--- config.mk ---
export PLATFORM = sky130hd
export DESIGN_NAME = if_prefetch_queue
export DESIGN_NICKNAME = d
export VERILOG_FILES = /design/src/rtl/if_prefetch_queue.sv
export SDC_FILE = /design/constraint.sdc
export NUM_CORES = 1
export LEC_CHECK = 0
export CAP_MARGIN = 25
export CORE_MARGIN = 2
export CORE_UTILIZATION = 32
export DETAILED_ROUTE_END_ITERATION = 8
export HOLD_SLACK_MARGIN = 0.15
export SLEW_MARGIN = 10
export SYNTH_ARGS = -nofsm -noshare
export SYNTH_HDL_FRONTEND = slang
export SYNTH_SLANG_ARGS = --single-unit
--- constraint.sdc ---
create_clock -name clk -period 5.3 [get_ports clk]
set_input_delay 0.795 -clock clk [delete_from_list [all_inputs] [get_ports clk]]
set_output_delay 0.795 -clock clk [all_outputs]
set_load 0.005 [all_outputs]
--- src/rtl/if_prefetch_queue.sv ---
// Instruction-fetch front end: sequential PC generation, synchronous imem reads and a
// small prefetch FIFO feeding decode, with redirect flush and HALT-opcode stop.
module if_prefetch_queue #(
  parameter int unsigned DEPTH    = 4,
  parameter logic [3:0]  HALT_OP  = 4'hF,
  parameter logic [7:0]  RESET_PC = 8'h00
) (
  input  logic                     clk,
  input  logic                     reset,
  output logic                     o_imem_req,
  output logic [7:0]               o_imem_addr,
  input  logic [15:0]              i_imem_rdata,
  input  logic                     i_redirect,
  input  logic [7:0]               i_redirect_pc,
  input  logic                     i_stall,
  output logic [15:0]              o_instr_out,
  output logic [7:0]               o_pc_out,
  output logic                     o_valid_out,
  output logic                     o_halt,
  output logic [$clog2(DEPTH):0]   o_count
);

  localparam int unsigned AW = $clog2(DEPTH);

  typedef enum logic [0:0] {StRun, StHalted} state_e;

  state_e        r_state;
  state_e        w_state_next;
  logic [7:0]    r_fetch_pc;
  logic [7:0]    r_req_pc;
  logic          r_inflight;
  logic [15:0]   r_fifo_instr [DEPTH];
  logic [7:0]    r_fifo_pc    [DEPTH];
  logic [AW-1:0] r_wr_ptr;
  logic [AW-1:0] r_rd_ptr;
  logic [AW:0]   r_count;

  logic          w_valid;
  logic          w_push;
  logic          w_pop;
  logic          w_stop_hold;
  logic          w_issue;
  logic [AW+1:0] w_credit;

  assign w_valid     = (r_count != '0);
  // A response arriving in a redirect cycle belongs to the squashed path.
  assign w_push      = r_inflight && !i_redirect;
  assign w_stop_hold = w_push && (i_imem_rdata[15:12] == HALT_OP);
  assign w_pop       = w_valid && !i_stall && !i_redirect;
  // Queued plus in-flight entries; a free slot is reserved for every outstanding request.
  assign w_credit    = {1'b0, r_count} + {{(AW + 1){1'b0}}, r_inflight};
  assign w_issue     = !reset && (r_state == StRun) && !i_redirect && !w_stop_hold &&
                       (w_credit < (AW + 2)'(DEPTH));

  always_ff @(posedge clk or posedge reset) begin
    if (reset) begin
      r_state <= StRun;
    end else begin
      r_state <= w_state_next;
    end
  end

  always_comb begin
    w_state_next = r_state;
    case (r_state)
      StRun:    if (w_stop_hold) w_state_next = StHalted;
      StHalted: w_state_next = StHalted;
      default:  w_state_next = StRun;
    endcase
    if (i_redirect) w_state_next = StRun;
  end

  always_ff @(posedge clk or posedge reset) begin
    if (reset) begin
      r_fetch_pc <= RESET_PC;
      r_req_pc   <= RESET_PC;
      r_inflight <= 1'b0;
      r_wr_ptr   <= '0;
      r_rd_ptr   <= '0;
      r_count    <= '0;
    end else if (i_redirect) begin
      r_fetch_pc <= i_redirect_pc;
      r_inflight <= 1'b0;
      r_wr_ptr   <= '0;
      r_rd_ptr   <= '0;
      r_count    <= '0;
    end else begin
      if (w_issue) begin
        r_fetch_pc <= r_fetch_pc + 8'd1;
        r_req_pc   <= r_fetch_pc;
      end
      r_inflight <= w_issue;
      if (w_push) r_wr_ptr <= r_wr_ptr + AW'(1);
      if (w_pop)  r_rd_ptr <= r_rd_ptr + AW'(1);
      case ({w_push, w_pop})
        2'b10:   r_count <= r_count + (AW + 1)'(1);
        2'b01:   r_count <= r_count - (AW + 1)'(1);
        default: r_count <= r_count;
      endcase
    end
  end

  // Storage needs no reset: the head is masked to zero whenever the queue is empty.
  always_ff @(posedge clk) begin
    if (w_push) begin
      r_fifo_instr[r_wr_ptr] <= i_imem_rdata;
      r_fifo_pc[r_wr_ptr]    <= r_req_pc;
    end
  end

  assign o_imem_req  = w_issue;
  assign o_imem_addr = r_fetch_pc;
  assign o_valid_out = w_valid;
  assign o_instr_out = w_valid ? r_fifo_instr[r_rd_ptr] : 16'h0000;
  assign o_pc_out    = w_valid ? r_fifo_pc[r_rd_ptr] : 8'h00;
  assign o_halt      = (r_state == StHalted);
  assign o_count     = r_count;

endmodule
# ---- Word level (Yosys, flattened, before mapping)
# Memories as Yosys holds them, arrays and structs flattened.
# Index checks and enable logic that the tools add are counted.
dict set report op_classes {
  n_addsub 6
  n_mul 0
  div_mod_pow 0
  n_lt_le_gt_ge 1
  eq_ne 3
  shift 0
  n_mux 16
  n_bitwise 2
  n_reduce_logical 18
}
# op n
set op_table {}
lappend op_table {{$mux W8} 3}
lappend op_table {{$mux W16} 1}
lappend op_table {{$add A8 B1 Y8 const B} 1}
lappend op_table {{$logic_and A1 B1 Y1} 8}
lappend op_table {{$mux W2} 4}
lappend op_table {{$pmux W3 S2} 1}
lappend op_table {{$reduce_bool A2 Y1} 3}
lappend op_table {{$reduce_bool A3 Y1} 2}
lappend op_table {{$mux W1} 5}
lappend op_table {{$add A2 B1 Y2 const B} 2}
lappend op_table {{$add A3 B1 Y4} 1}
lappend op_table {{$eq A4 B4 Y1 const B} 1}
lappend op_table {{$logic_not A1 Y1} 4}
lappend op_table {{$lt A4 B3 Y1 const B} 1}
lappend op_table {{$add A3 B1 Y3 const B} 1}
lappend op_table {{$mux W3} 1}
lappend op_table {{$sub A3 B1 Y3 const B} 1}
lappend op_table {{$eq A2 B1 Y1 const B} 1}
lappend op_table {{$eq A2 B2 Y1 const B} 1}
lappend op_table {{$not A1 Y1} 2}
lappend op_table {{$pmux W1 S2} 1}
lappend op_table {{$reduce_and A2 Y1} 1}
dict set report totals {
  reg_bits 25
  latch_bits 0
  ramBits 96
  mem_bits_ro 0
  output_inout_bits 38
  elab_cells 55
  n_memories 2
}
# memory words word_bits rd rd_clocked_by_memory_dff wr line_no
set mem_list {}
lappend mem_list {r_fifo_instr 4 16 1 0 1 32} ;# logic [15:0] r_fifo_instr [DEPTH];
lappend mem_list {r_fifo_pc 4 8 1 0 1 33} ;# logic [7:0] r_fifo_pc [DEPTH];

# ---- Logic depth before layout (Yosys ltp)
# Gate-level depths: netlist of the first run.
dict set report logic_depth {
  depth_word 8
  ltp_mapped 8
}

# ---- Least setup slack after synthesis of the first run
# OpenSTA, ideal clock, no wires.
dict set report synth_path {
  path_type {in2reg}
  from {input port i_redirect}
  to {register r_count[2], in the netlist o_count[2]}
  setup_time_ps 77
  t_arrival_ps 2520
  required_ps 5223
  setup_slack_ps 2702
  path_stages 7
  path_buffers 2
  cell_sequence {clkbuf_1 -> clkbuf_1 -> nor4_1 -> fa_1 -> or4_1 -> a21o_1 -> a21oi_1}
}
dict set report synth_via {
  elab_chain_len 5
  word_cells_on_any_way 8
  cone_classes {2 x eq/ne; 2 x mux; 4 x reduce/logical}
}
# element line_no
set synth_lines {}
lappend synth_lines {{from (decl)} 13} ;# input logic i_redirect,
lappend synth_lines {{$logic_not A1 Y1} {47, 49}}
lappend synth_lines {{$logic_and A1 B1 Y1, on equally long branches} {49, 47}}
lappend synth_lines {{$eq A2 B1 Y1 or $eq A2 B2 Y1 (tied branches)} 95} ;# case ({w_push, w_pop})
lappend synth_lines {{$pmux W3 S2} 95}
lappend synth_lines {{$mux W3} 81} ;# end else if (i_redirect) begin
lappend synth_lines {{to (signal assigned)} 96} ;# 2'b10: r_count <= r_count + (AW + 1)'(1);
lappend synth_lines {{to (signal assigned)} 97} ;# 2'b01: r_count <= r_count - (AW + 1)'(1);
lappend synth_lines {{to (signal assigned)} 98} ;# default: r_count <= r_count;
lappend synth_lines {{to (decl)} 36} ;# logic [AW:0] r_count;
# Parallel ways exist; a longest one is shown, timed or not.
# A chain may end at the register's enable or synchronous reset.

# ---- Worst setup path in the final report of the first run
dict set report layout_path {
  from {input port i_redirect}
  to {output port o_imem_req}
}
dict set report layout_via {
  elab_chain_len 6
  word_cells_on_any_way 7
  cone_classes {7 x reduce/logical}
}
# element line_no
set layout_lines {}
lappend layout_lines {{$logic_not A1 Y1 (*)} {47, 52}}
lappend layout_lines {{$logic_and A1 B1 Y1} 47} ;# assign w_push = r_inflight && !i_redirect;
lappend layout_lines {{$logic_and A1 B1 Y1} 48} ;# assign w_stop_hold = w_push && (i_imem_rdata[15:12] == HALT_OP);
lappend layout_lines {{$logic_not A1 Y1} 52} ;# assign w_issue = !reset && (r_state == StRun) && !i_redirect && !w_stop_hold &&
lappend layout_lines {{$logic_and A1 B1 Y1 (*) (2 in a row)} 52}
lappend layout_lines {{to (decl)} 10} ;# output logic o_imem_req,
# Mark *: on every way between the ends. The rest lies on a longest branch, timed or not.

==> results of run 1 <==
==> cell type report <==
type	count	area, sq um	share of cell area (%)
sequential	121	3510	54.0
multi-input combinational	149	1430	21.9
timing repair buffer	73	731	11.2
clock buffer	20	437	6.71
tap	211	264	4.06
clock inverter	11	106	1.63
inverter	8	32.5	0.500
==> Yosys cell counts, types with 2 or more instances <==
library cell   n  area (sq um)
buf_4          2          15.0
mux2_2         4          45.0
o21a_1         3          22.5
o211ai_1      11          82.6
clkbuf_1       4          15.0
nor2_1        10          37.5
buf_2          5          25.0
and2_1         7          43.8
dfrtp_1       25           626
xnor2_1        4          35.0
nor3_1         6          30.0
nor2b_1       27           169
mux4_2        24           541
nand2_1       10          37.5
inv_1          7          26.3
mux2i_1        2          20.0
edfxtp_1      96          2880
buf_6          2          22.5
nand2b_1       7          43.8
nand3_1        5          25.0
nand4b_1       2          17.5
ha_1           5          62.6
o21ai_0        5          25.0
nand4_1        2          12.5
mux2_4         3          45.0
==> sequential cells by signal, indices dropped and copies added, names as in the netlist <==
name,cells
o_imem_addr,8
r_req_pc,8
r_fifo_instr,64
o_count,3
r_rd_ptr,2
r_fifo_pc,32
o_halt,1
r_inflight,1
r_wr_ptr,2
==> final timing paths <==
path | end | from | cells past startpoint | slack (ps)
min in group asynchronous | o_imem_addr[7] | reset | 2 | 660
hold / removal | r_fifo_pc[3][6] | r_req_pc[6] | 0 | 540
hold reg to reg | r_fifo_pc[3][6] | r_req_pc[6] | 0 | 540
max in group asynchronous | r_rd_ptr[0] | reset | 3 | 4250
setup reg to reg | o_count[2] | o_count[1] | 7 | 2940
setup / recovery | o_imem_req | i_redirect | 7 | 1750
==> through the flow <==
stage	setup slack [ps]	power [mW]	utilization (%)	hold WS (ps)
floorplan	2700	1.74	-	470
global placement	1780	2.19	38.8	511
detailed placement	1770	2.20	38.8	530
CTS	1750	3.26	42.3	541
global route	1550	3.39	42.5	568
finish	1750	3.21	42.5	538
==> layer usage <==
layer | track usage (%) | wire length [um] | vias up
met1 | 16.7 | 4570 | 1445
met4 | 5.50 | 97 | 0
met2 | 21.2 | 5110 | 68
li1 | - | - | 1283
met5 | 0 | 0 | -
met3 | 3.73 | 346 | 9
==> where the power goes <==
group	internal (mW)	switching, mW	total [mW]
Clock	0.679	0.380	1.06
Combinational	0.533	0.318	0.851
Sequential	1.15	0.157	1.30
Total	2.36	0.855	3.21
==> cells by family (layout without fill, tap and decap cells) <==
kind of cell	after synthesis	after routing	share of synthesized area, %
AND/OR/NAND/NOR	81	81	9.10
XOR/XNOR	4	4	0.692
AO/OA/AOI/OAI	25	25	3.78
adder cells (fa/ha/maj)	6	6	1.63
flip-flops	121	121	69.3
multiplexers	33	33	12.9
buffers and inverters	23	112	2.64
==> impl_results.md, run 1 <==
* Cell family with most CP delay: buffers and inverters
* Most frequent cells in the layout: edfxtp_1 (96), clkdlybuf4s50_1 (65), nor2b_1 (27)
* Final Max Tran Viols at 0
* DRT antenna net count at 0
* Largest net degree at the start of global routing at 31
* Num CTS Buffers at 17
* CTS Root Buffer Type: clkbuf_16
* Die Area at 0.0168 sq mm
* Setup Skew at 6.29 ps
* CP Class: input port to output pin
* Leak at 2.20 nW
* Setup bufs post-CTS at 0
* VDD IR-drop max at 0.256 mV
* Period utilization at 67.0%
* Routed wire per std cell at 17.1 um
* Post-CTS Resized at 0
* Clk sink count at 121
* Fraction of layout cells with a size suffix above 1 at 18.3%
* Outcome: completed
* Drt pass-1 iters at 4
* Post-route insts no fill at 593
* Commonest non-fill, non-tap cell in the layout: edfxtp_1
* Post-CTS Hold Fix Bufs at 0
* Global-route wire length before repair at 16.1 mm
* Max-Cap Viols at 0
* Post-Syn Nets at 327
* Initial DRC count at 190
* Clock-pin slew on the worst setup and hold paths at 50 ps
* Top_reg_cell synth: edfxtp_1
* Via-to-Cell Ratio at 4.73
* Die W at 130 um
* # rows at 45
* Netlist cell types at 40
* Number of synthesized flops with an enable pin at 96
* Period minus WS final at 3550 ps
* CP Capture Type: output pin
* CTS tree: built
* Clk_lat worst skew at 400 ps
* F_max at 282 MHz
* Post-DP Area at 0.00593 sq mm
* Total number of yosys warnings at 0
* Critical path cell sequence: clkdlybuf4s50_1 > buf_4 > nor3_1 > and2_1 > nand2_4 > inv_1 > clkdlybuf4s50_1
* RSZ-0062 raised after global routing: no
* Synthesized area at 0.00506 sq mm
* Vias at 2805
* Initial core utilization at 33.1%
* Rel. slew slack at 39.1%
* Fin area at 0.00650 sq mm
* Die Ht at 130 um
* GR Overflow Total at 0
* Top Ports at 66
* CTS Buffer Depth at 2
* Cell Count Post-Placement at 561
* Initial antenna violation count at 0
* Slowest cell on the critical path: clkdlybuf4s50_1
* CP most frequent cell: clkdlybuf4s50_1
* Fin. Hold Viols at 0
* Mapped Avg Cell Area at 17.3 sq um
* Placer congestion estimate at 0.730
* Final WL at 10.1 mm
* WP buf/inv at 4
* Ys async rst share at 20.7%
* CORE AREA at 0.0153 sq mm
* Worst Path Arrival at 2760 ps
* CTS H-Tree Depth at 4
* P per Cell Area at 494 mW/mm^2
* Antenna cells at 0
* Detail Placement HPWL at 6.23 mm
* Worst setup SP type: input port
* Nets at 404
* Least-Margin Pin Slew at 914 ps
* HP Class: flip-flop to flip-flop
* Vias in the first global route at 2952
* Fillers at 1423
* Detailed-route DRC error count at 0
* Worst path required time at 4510 ps
* GRT Overall Usage at 13.1%
* Cells after Synth at 293
* Setup TNS at 0 ps
* Critical Path Max Stage Delay at 490 ps
* Flop and latch count out of synthesis at 121
* Area growth from synthesis to layout at 28.5%
* PortBufs at 65
* Post-synthesis sequential area ratio at 69.3%
* Worst-path fanout max at 29
* Final setup violation count at 0
Note: power is estimated with default switching activity, not from simulation.
==> run 2: changes to the inputs <==
==> constraint.sdc (replaced) <==
create_clock -name clk -period 3.5 [get_ports clk]
set_input_delay 0.525 -clock clk [delete_from_list [all_inputs] [get_ports clk]]
set_output_delay 0.525 -clock clk [all_outputs]
set_load 0.005 [all_outputs]
==> run 2 against run 1 <==
Compared with the run above: worst hold slack lost 110 ps; clock power grew 75%; largest power group unchanged; clock skew is essentially flat; highest routed layer unchanged; combinational power grew 60%; total power grew 60%.
==> impl_results.md, run 2 (synthesis results as in run 1) <==
* Routed wire per std cell at 16.6 um (-2.6%)
* CP Capture Type: output pin
* Antenna cells at 0 (unchanged)
* Clk_lat worst skew at 410 ps (about the same)
* Total power at 5.14 mW (+60%)
* HP Class: input port to async pin
* Worst setup SP type: flip-flop
* Period minus WS final at 2950 ps
* Drt pass-1 iters at 4 (unchanged)
* DP Worst Slack at 642 ps (-1120 ps)
* Most flops, register: r_fifo_instr
* Vias at 2756 (-1.7%)
* Vias in the first global route at 2870 (-2.8%)
* Fillers at 1377 (-3.2%)
* GR Overflow Total at 0 (unchanged)
* Initial antenna violation count at 0 (unchanged)
* Fraction of layout cells with a size suffix above 1 at 19.5% (+1.2 points)
* # rows at 45 (unchanged)
* Post-CTS Hold Fix Bufs at 0 (unchanged)
* Critical Path End: o_instr_out[15]
* Largest net degree at the start of global routing at 30 (-3.2%)
* Max FFs per register at 64 (unchanged)
* Rel. slew slack at 66.9% (+28 points)
* Final setup violation count at 0 (unchanged)
* CTS H-Tree Depth at 4 (unchanged)
* Reg-to-reg endpoint: o_count[2]
* Period utilization at 84.2%
* Final Max Tran Viols at 0 (unchanged)
* DRT antenna net count at 0 (unchanged)
* Die W at 130 um (unchanged)
* Initial core utilization at 33.1% (unchanged)
* Top Ports at 66 (unchanged)
* Commonest non-fill, non-tap cell in the layout: edfxtp_1
* Die Area at 0.0168 sq mm (unchanged)
* F_max at 339 MHz
* FF/Latch Area at 0.00351 sq mm (unchanged)
* Post-route insts no fill at 595 (+0.34%)
* CTS tree: built
* Global-route wire length before repair at 15.5 mm (-3.9%)
* Die Ht at 130 um (unchanged)
* Final WL at 9.89 mm (-2.3%)
* Max-Cap Viols at 0 (unchanged)
* Placer congestion estimate at 0.757 (+3.7%)
* Setup Skew at 6.66 ps (+0.371 ps)
* Detailed-route DRC error count at 0 (unchanged)
* Worst Slack Setup Final at 554 ps (-1190 ps)
* Initial DRC count at 136 (-28%)
* R2R Path Start: o_count[1]
* Via-to-Cell Ratio at 4.63 (-2.1%)
* Cell Count Post-Placement at 562 (+0.18%)
* CTS Buffer Depth at 2 (unchanged)
* Worst-path fanout max at 15 (-48%)
* Worst hold slack at 431 ps (-106 ps)
* Area growth from synthesis to layout at 31.0%
* Outcome: completed
* Worst path required time at 2970 ps (-1540 ps)
* Clk sink count at 121 (unchanged)
* Fin. Hold Viols at 0 (unchanged)
* Regs by FF count: r_fifo_instr: 64 flops, r_fifo_pc: 32 flops
* Worst Path Arrival at 2420 ps (-340 ps)
* Nets at 405 (+0.25%)
* P per Cell Area at 775 mW/mm^2 (+57%)
* RSZ-0062 raised after global routing: no
* CP startpoint: r_rd_ptr[0]
* Reg2reg path depth at 6 (-1)
* Most frequent cells in the layout: edfxtp_1 (96), clkdlybuf4s50_1 (65), nor2b_1 (27)
* CP Class: flip-flop to output pin
* Detail Placement HPWL at 6.40 mm (+2.6%)
* GRT Overall Usage at 12.6% (-0.55 points)
* PortBufs at 65 (unchanged)
* VDD IR-drop max at 0.357 mV (+40%)
* Num CTS Buffers at 17 (unchanged)
* Leak at 2.24 nW (+2.1%)
* R2r setup slk at 1460 ps (-1480 ps)
* Setup TNS at 0 ps (unchanged)
* CTS Root Buffer Type: clkbuf_16
* Clock-pin slew on the worst setup and hold paths at 50 ps (about the same)
* Setup bufs post-CTS at 0 (unchanged)
* Post-CTS Resized at 0 (unchanged)
* Multi-input logic area at 0.00143 sq mm (unchanged)
* CORE AREA at 0.0153 sq mm (unchanged)
* Least-Margin Pin Slew at 496 ps (-417 ps)
run 2: cell count changes in the layout (fill, tap and decap cells not counted):
cell / change
bufinv_16: +3
clkinv_1: -3
buf_12: +2
clkinv_2: -2
clkinvlp_4: +2
buf_4: -1
clkinv_4: +1
run 2: cell type report:
class,count,share of cell area [%]
Inverter,8,0.491
Sequential cell,121,52.9
Timing Repair Buffer,74,11.5
Clock buffer,20,6.59
Tap cell,211,3.98
Multi-Input combinational cell,149,21.5
Clock inverter,12,3.00
run 2: worst min path at each step:
stage / cells after the start / endpoint / slack, ps
detailed placement: 0 / r_fifo_pc[3][4] / 520
global route: 2 / o_count[1] / 430
floorplan: 0 / r_fifo_pc[0][0] / 470
CTS: 0 / r_fifo_pc[3][4] / 530
global placement: 0 / r_fifo_pc[1][4] / 500
finish: 2 / o_count[1] / 430
run 2: metal layers:
layer	global-route usage, %	wire (um)
met2	20.2	4760
met4	3.98	103
met1	16.1	4490
met3	4.39	533
met5	0	0
run 2: where the power goes:
group          switching, mW  leakage [nW]  internal (mW)
Sequential             0.198          1.18           1.74
Combinational          0.523         0.762          0.833
Clock                  0.589         0.298           1.26
run 2: through the flow:
step	util (%)	cell area (sq um)
floorplan	-	5060
global placement	39.0	5970
detailed placement	39.0	5970
CTS	43.1	6600
global route	43.3	6630
finish	43.3	6630
run 2: critical path, cell delays in order (launching register included):
cell and delay (ps):
dfrtp_2 640, buf_12 240, mux4_2 510, nor2b_1 160
clkdlybuf4s50_1 470
==> run 3: changes to the inputs <==
==> constraint.sdc (replaced) <==
create_clock -name clk -period 2.81 [get_ports clk]
set_input_delay 0.4215 -clock clk [delete_from_list [all_inputs] [get_ports clk]]
set_output_delay 0.4215 -clock clk [all_outputs]
set_load 0.005 [all_outputs]
==> run 3 against run 2 <==
Compared with the run above: non-clock buffer count grew 5; total power grew 17%; register-to-register slack lost 710 ps; critical path type unchanged.
==> impl_results.md, run 3 (synthesis results as in run 1) <==
* CTS tree: built
* Die Ht at 130 um (unchanged)
* CP Capture Type: output pin
* Total power at 5.99 mW (+17%)
* Drt pass-1 iters at 4 (unchanged)
* Rel. slew slack at 65.3% (-1.6 points)
* RSZ-0062 raised after global routing: no
* Worst hold slack at 437 ps (+5.62 ps)
* Final Max Tran Viols at 0 (unchanged)
* # rows at 45 (unchanged)
* Via-to-Cell Ratio at 4.62 (-0.37%)
* Least-Margin Pin Slew at 520 ps (+23.5 ps)
* Final setup violation count at 0 (unchanged)
* Initial antenna violation count at 0 (unchanged)
* Num CTS Buffers at 17 (unchanged)
* Post-CTS Resized at 0 (unchanged)
* Initial DRC count at 184 (+35%)
* Fin. Hold Viols at 0 (unchanged)
* Placer congestion estimate at 0.753 (-0.50%)
* Worst Path Arrival at 2180 ps (-240 ps)
* Most flops, register: r_fifo_instr
* Die W at 130 um (unchanged)
* CORE AREA at 0.0153 sq mm (unchanged)
* Routed wire per std cell at 16.6 um (-0.25%)
* HP Class: input port to async pin
* Largest net degree at the start of global routing at 30 (unchanged)
* Area growth from synthesis to layout at 29.1%
* Global-route wire length before repair at 15.6 mm (+1.1%)
* Period utilization at 92.6%
* Setup Skew at 9.33 ps (+2.67 ps)
* CTS Buffer Depth at 2 (unchanged)
* Fillers at 1397 (+1.5%)
* GRT Overall Usage at 12.6% (about the same)
* Setup bufs post-CTS at 0 (unchanged)
* Clock-pin slew on the worst setup and hold paths at 50 ps (about the same)
* Clk_lat worst skew at 400 ps (about the same)
* Commonest non-fill, non-tap cell in the layout: edfxtp_1
* R2R Path Start: o_count[1]
* Initial core utilization at 33.1% (unchanged)
* Reg-to-reg endpoint: o_count[2]
* VDD IR-drop max at 0.457 mV (+28%)
* Outcome: completed
* Most frequent cells in the layout: edfxtp_1 (96), clkdlybuf4s50_1 (65), nor2b_1 (27)
* Nets at 410 (+1.2%)
* FF/Latch Area at 0.00351 sq mm (unchanged)
* R2r setup slk at 750 ps (-710 ps)
* F_max at 385 MHz
* Fraction of layout cells with a size suffix above 1 at 19.8% (+0.26 points)
* Detail Placement HPWL at 6.35 mm (-0.72%)
* GR Overflow Total at 0 (unchanged)
* CP Class: flip-flop to output pin
* Period minus WS final at 2600 ps
* Fin area at 0.00653 sq mm (-1.5%)
* DP Worst Slack at 313 ps (-329 ps)
* Post-CTS Hold Fix Bufs at 0 (unchanged)
* Setup TNS at 0 ps (unchanged)
* Max FFs per register at 64 (unchanged)
* Reg2reg path depth at 6 (unchanged)
* Leak at 2.21 nW (-1.2%)
* Detailed-route DRC error count at 0 (unchanged)
* Worst Slack Setup Final at 209 ps (-345 ps)
* Regs by FF count: r_fifo_instr: 64 flops, r_fifo_pc: 32 flops
* Top Ports at 66 (unchanged)
* P per Cell Area at 917 mW/mm^2 (+18%)
* Worst path required time at 2390 ps (-580 ps)
* Vias at 2769 (+0.47%)
* Post-DP Area at 0.00601 sq mm (+0.75%)
* Final WL at 9.94 mm (+0.59%)
* CTS H-Tree Depth at 4 (unchanged)
* CTS Root Buffer Type: clkbuf_16
* Multi-input logic area at 0.00143 sq mm (unchanged)
* Worst-path fanout max at 24 (+9)
* PortBufs at 65 (unchanged)
* Max-Cap Viols at 0 (unchanged)
* Vias in the first global route at 2946 (+2.6%)
* Die Area at 0.0168 sq mm (unchanged)
* Worst setup SP type: flip-flop
* Antenna cells at 0 (unchanged)
* Clk sink count at 121 (unchanged)
* DRT antenna net count at 0 (unchanged)
## run 3: final cells by class
cell class | count | area share (%)
multi-input combinational | 149 | 21.8
sequential | 121 | 53.7
tap | 211 | 4.04
clock inverter | 11 | 1.24
timing repair buffer | 79 | 11.9
clock buffer | 21 | 6.74
inverter | 8 | 0.498
## run 3: worst max-delay path by stage
stage | start | cells after the start | slack, ps | end
after global placement | i_redirect | 6 | 310 | o_imem_req
after floorplan | o_count[1] | 8 | 330 | o_count[2]
final | r_rd_ptr[0] | 4 | 210 | o_instr_out[14]
after detailed placement | i_redirect | 6 | 310 | o_imem_req
after CTS | r_rd_ptr[0] | 4 | 140 | o_pc_out[2]
after global routing | r_rd_ptr[0] | 4 | 60 | o_pc_out[0]
## run 3: where the power goes
part / internal (mW) / total (mW) / leakage, nW / switching [mW]
clock network: 1.19 / 1.90 / 0.253 / 0.709
registers: 2.17 / 2.36 / 1.18 / 0.196
logic: 1.04 / 1.73 / 0.780 / 0.688
## run 3: metal layers
| metal | track usage, % | vias to the layer above | wire (um) |
|---|---|---|---|
| met5 | 0 | - | 0 |
| met4 | 4.24 | 0 | 70 |
| met3 | 3.81 | 6 | 480 |
| met2 | 20.6 | 73 | 4770 |
| met1 | 16.0 | 1398 | 4620 |
| li1 | - | 1292 | - |
## run 3: through the flow
stage / util, % / cells
2_1_floorplan: - / 293
3_3_place_gp: 39.3 / 568
3_5_place_dp: 39.3 / 568
4_1_cts: 42.7 / 600
5_1_grt: 42.7 / 600
6_report: 42.7 / 600
## run 3: critical path, stage by stage (launching register included)
cell and delay (ps):
dfrtp_2 400, buf_12 230, mux4_2 510, nor2b_1 160
clkdlybuf4s50_1 470
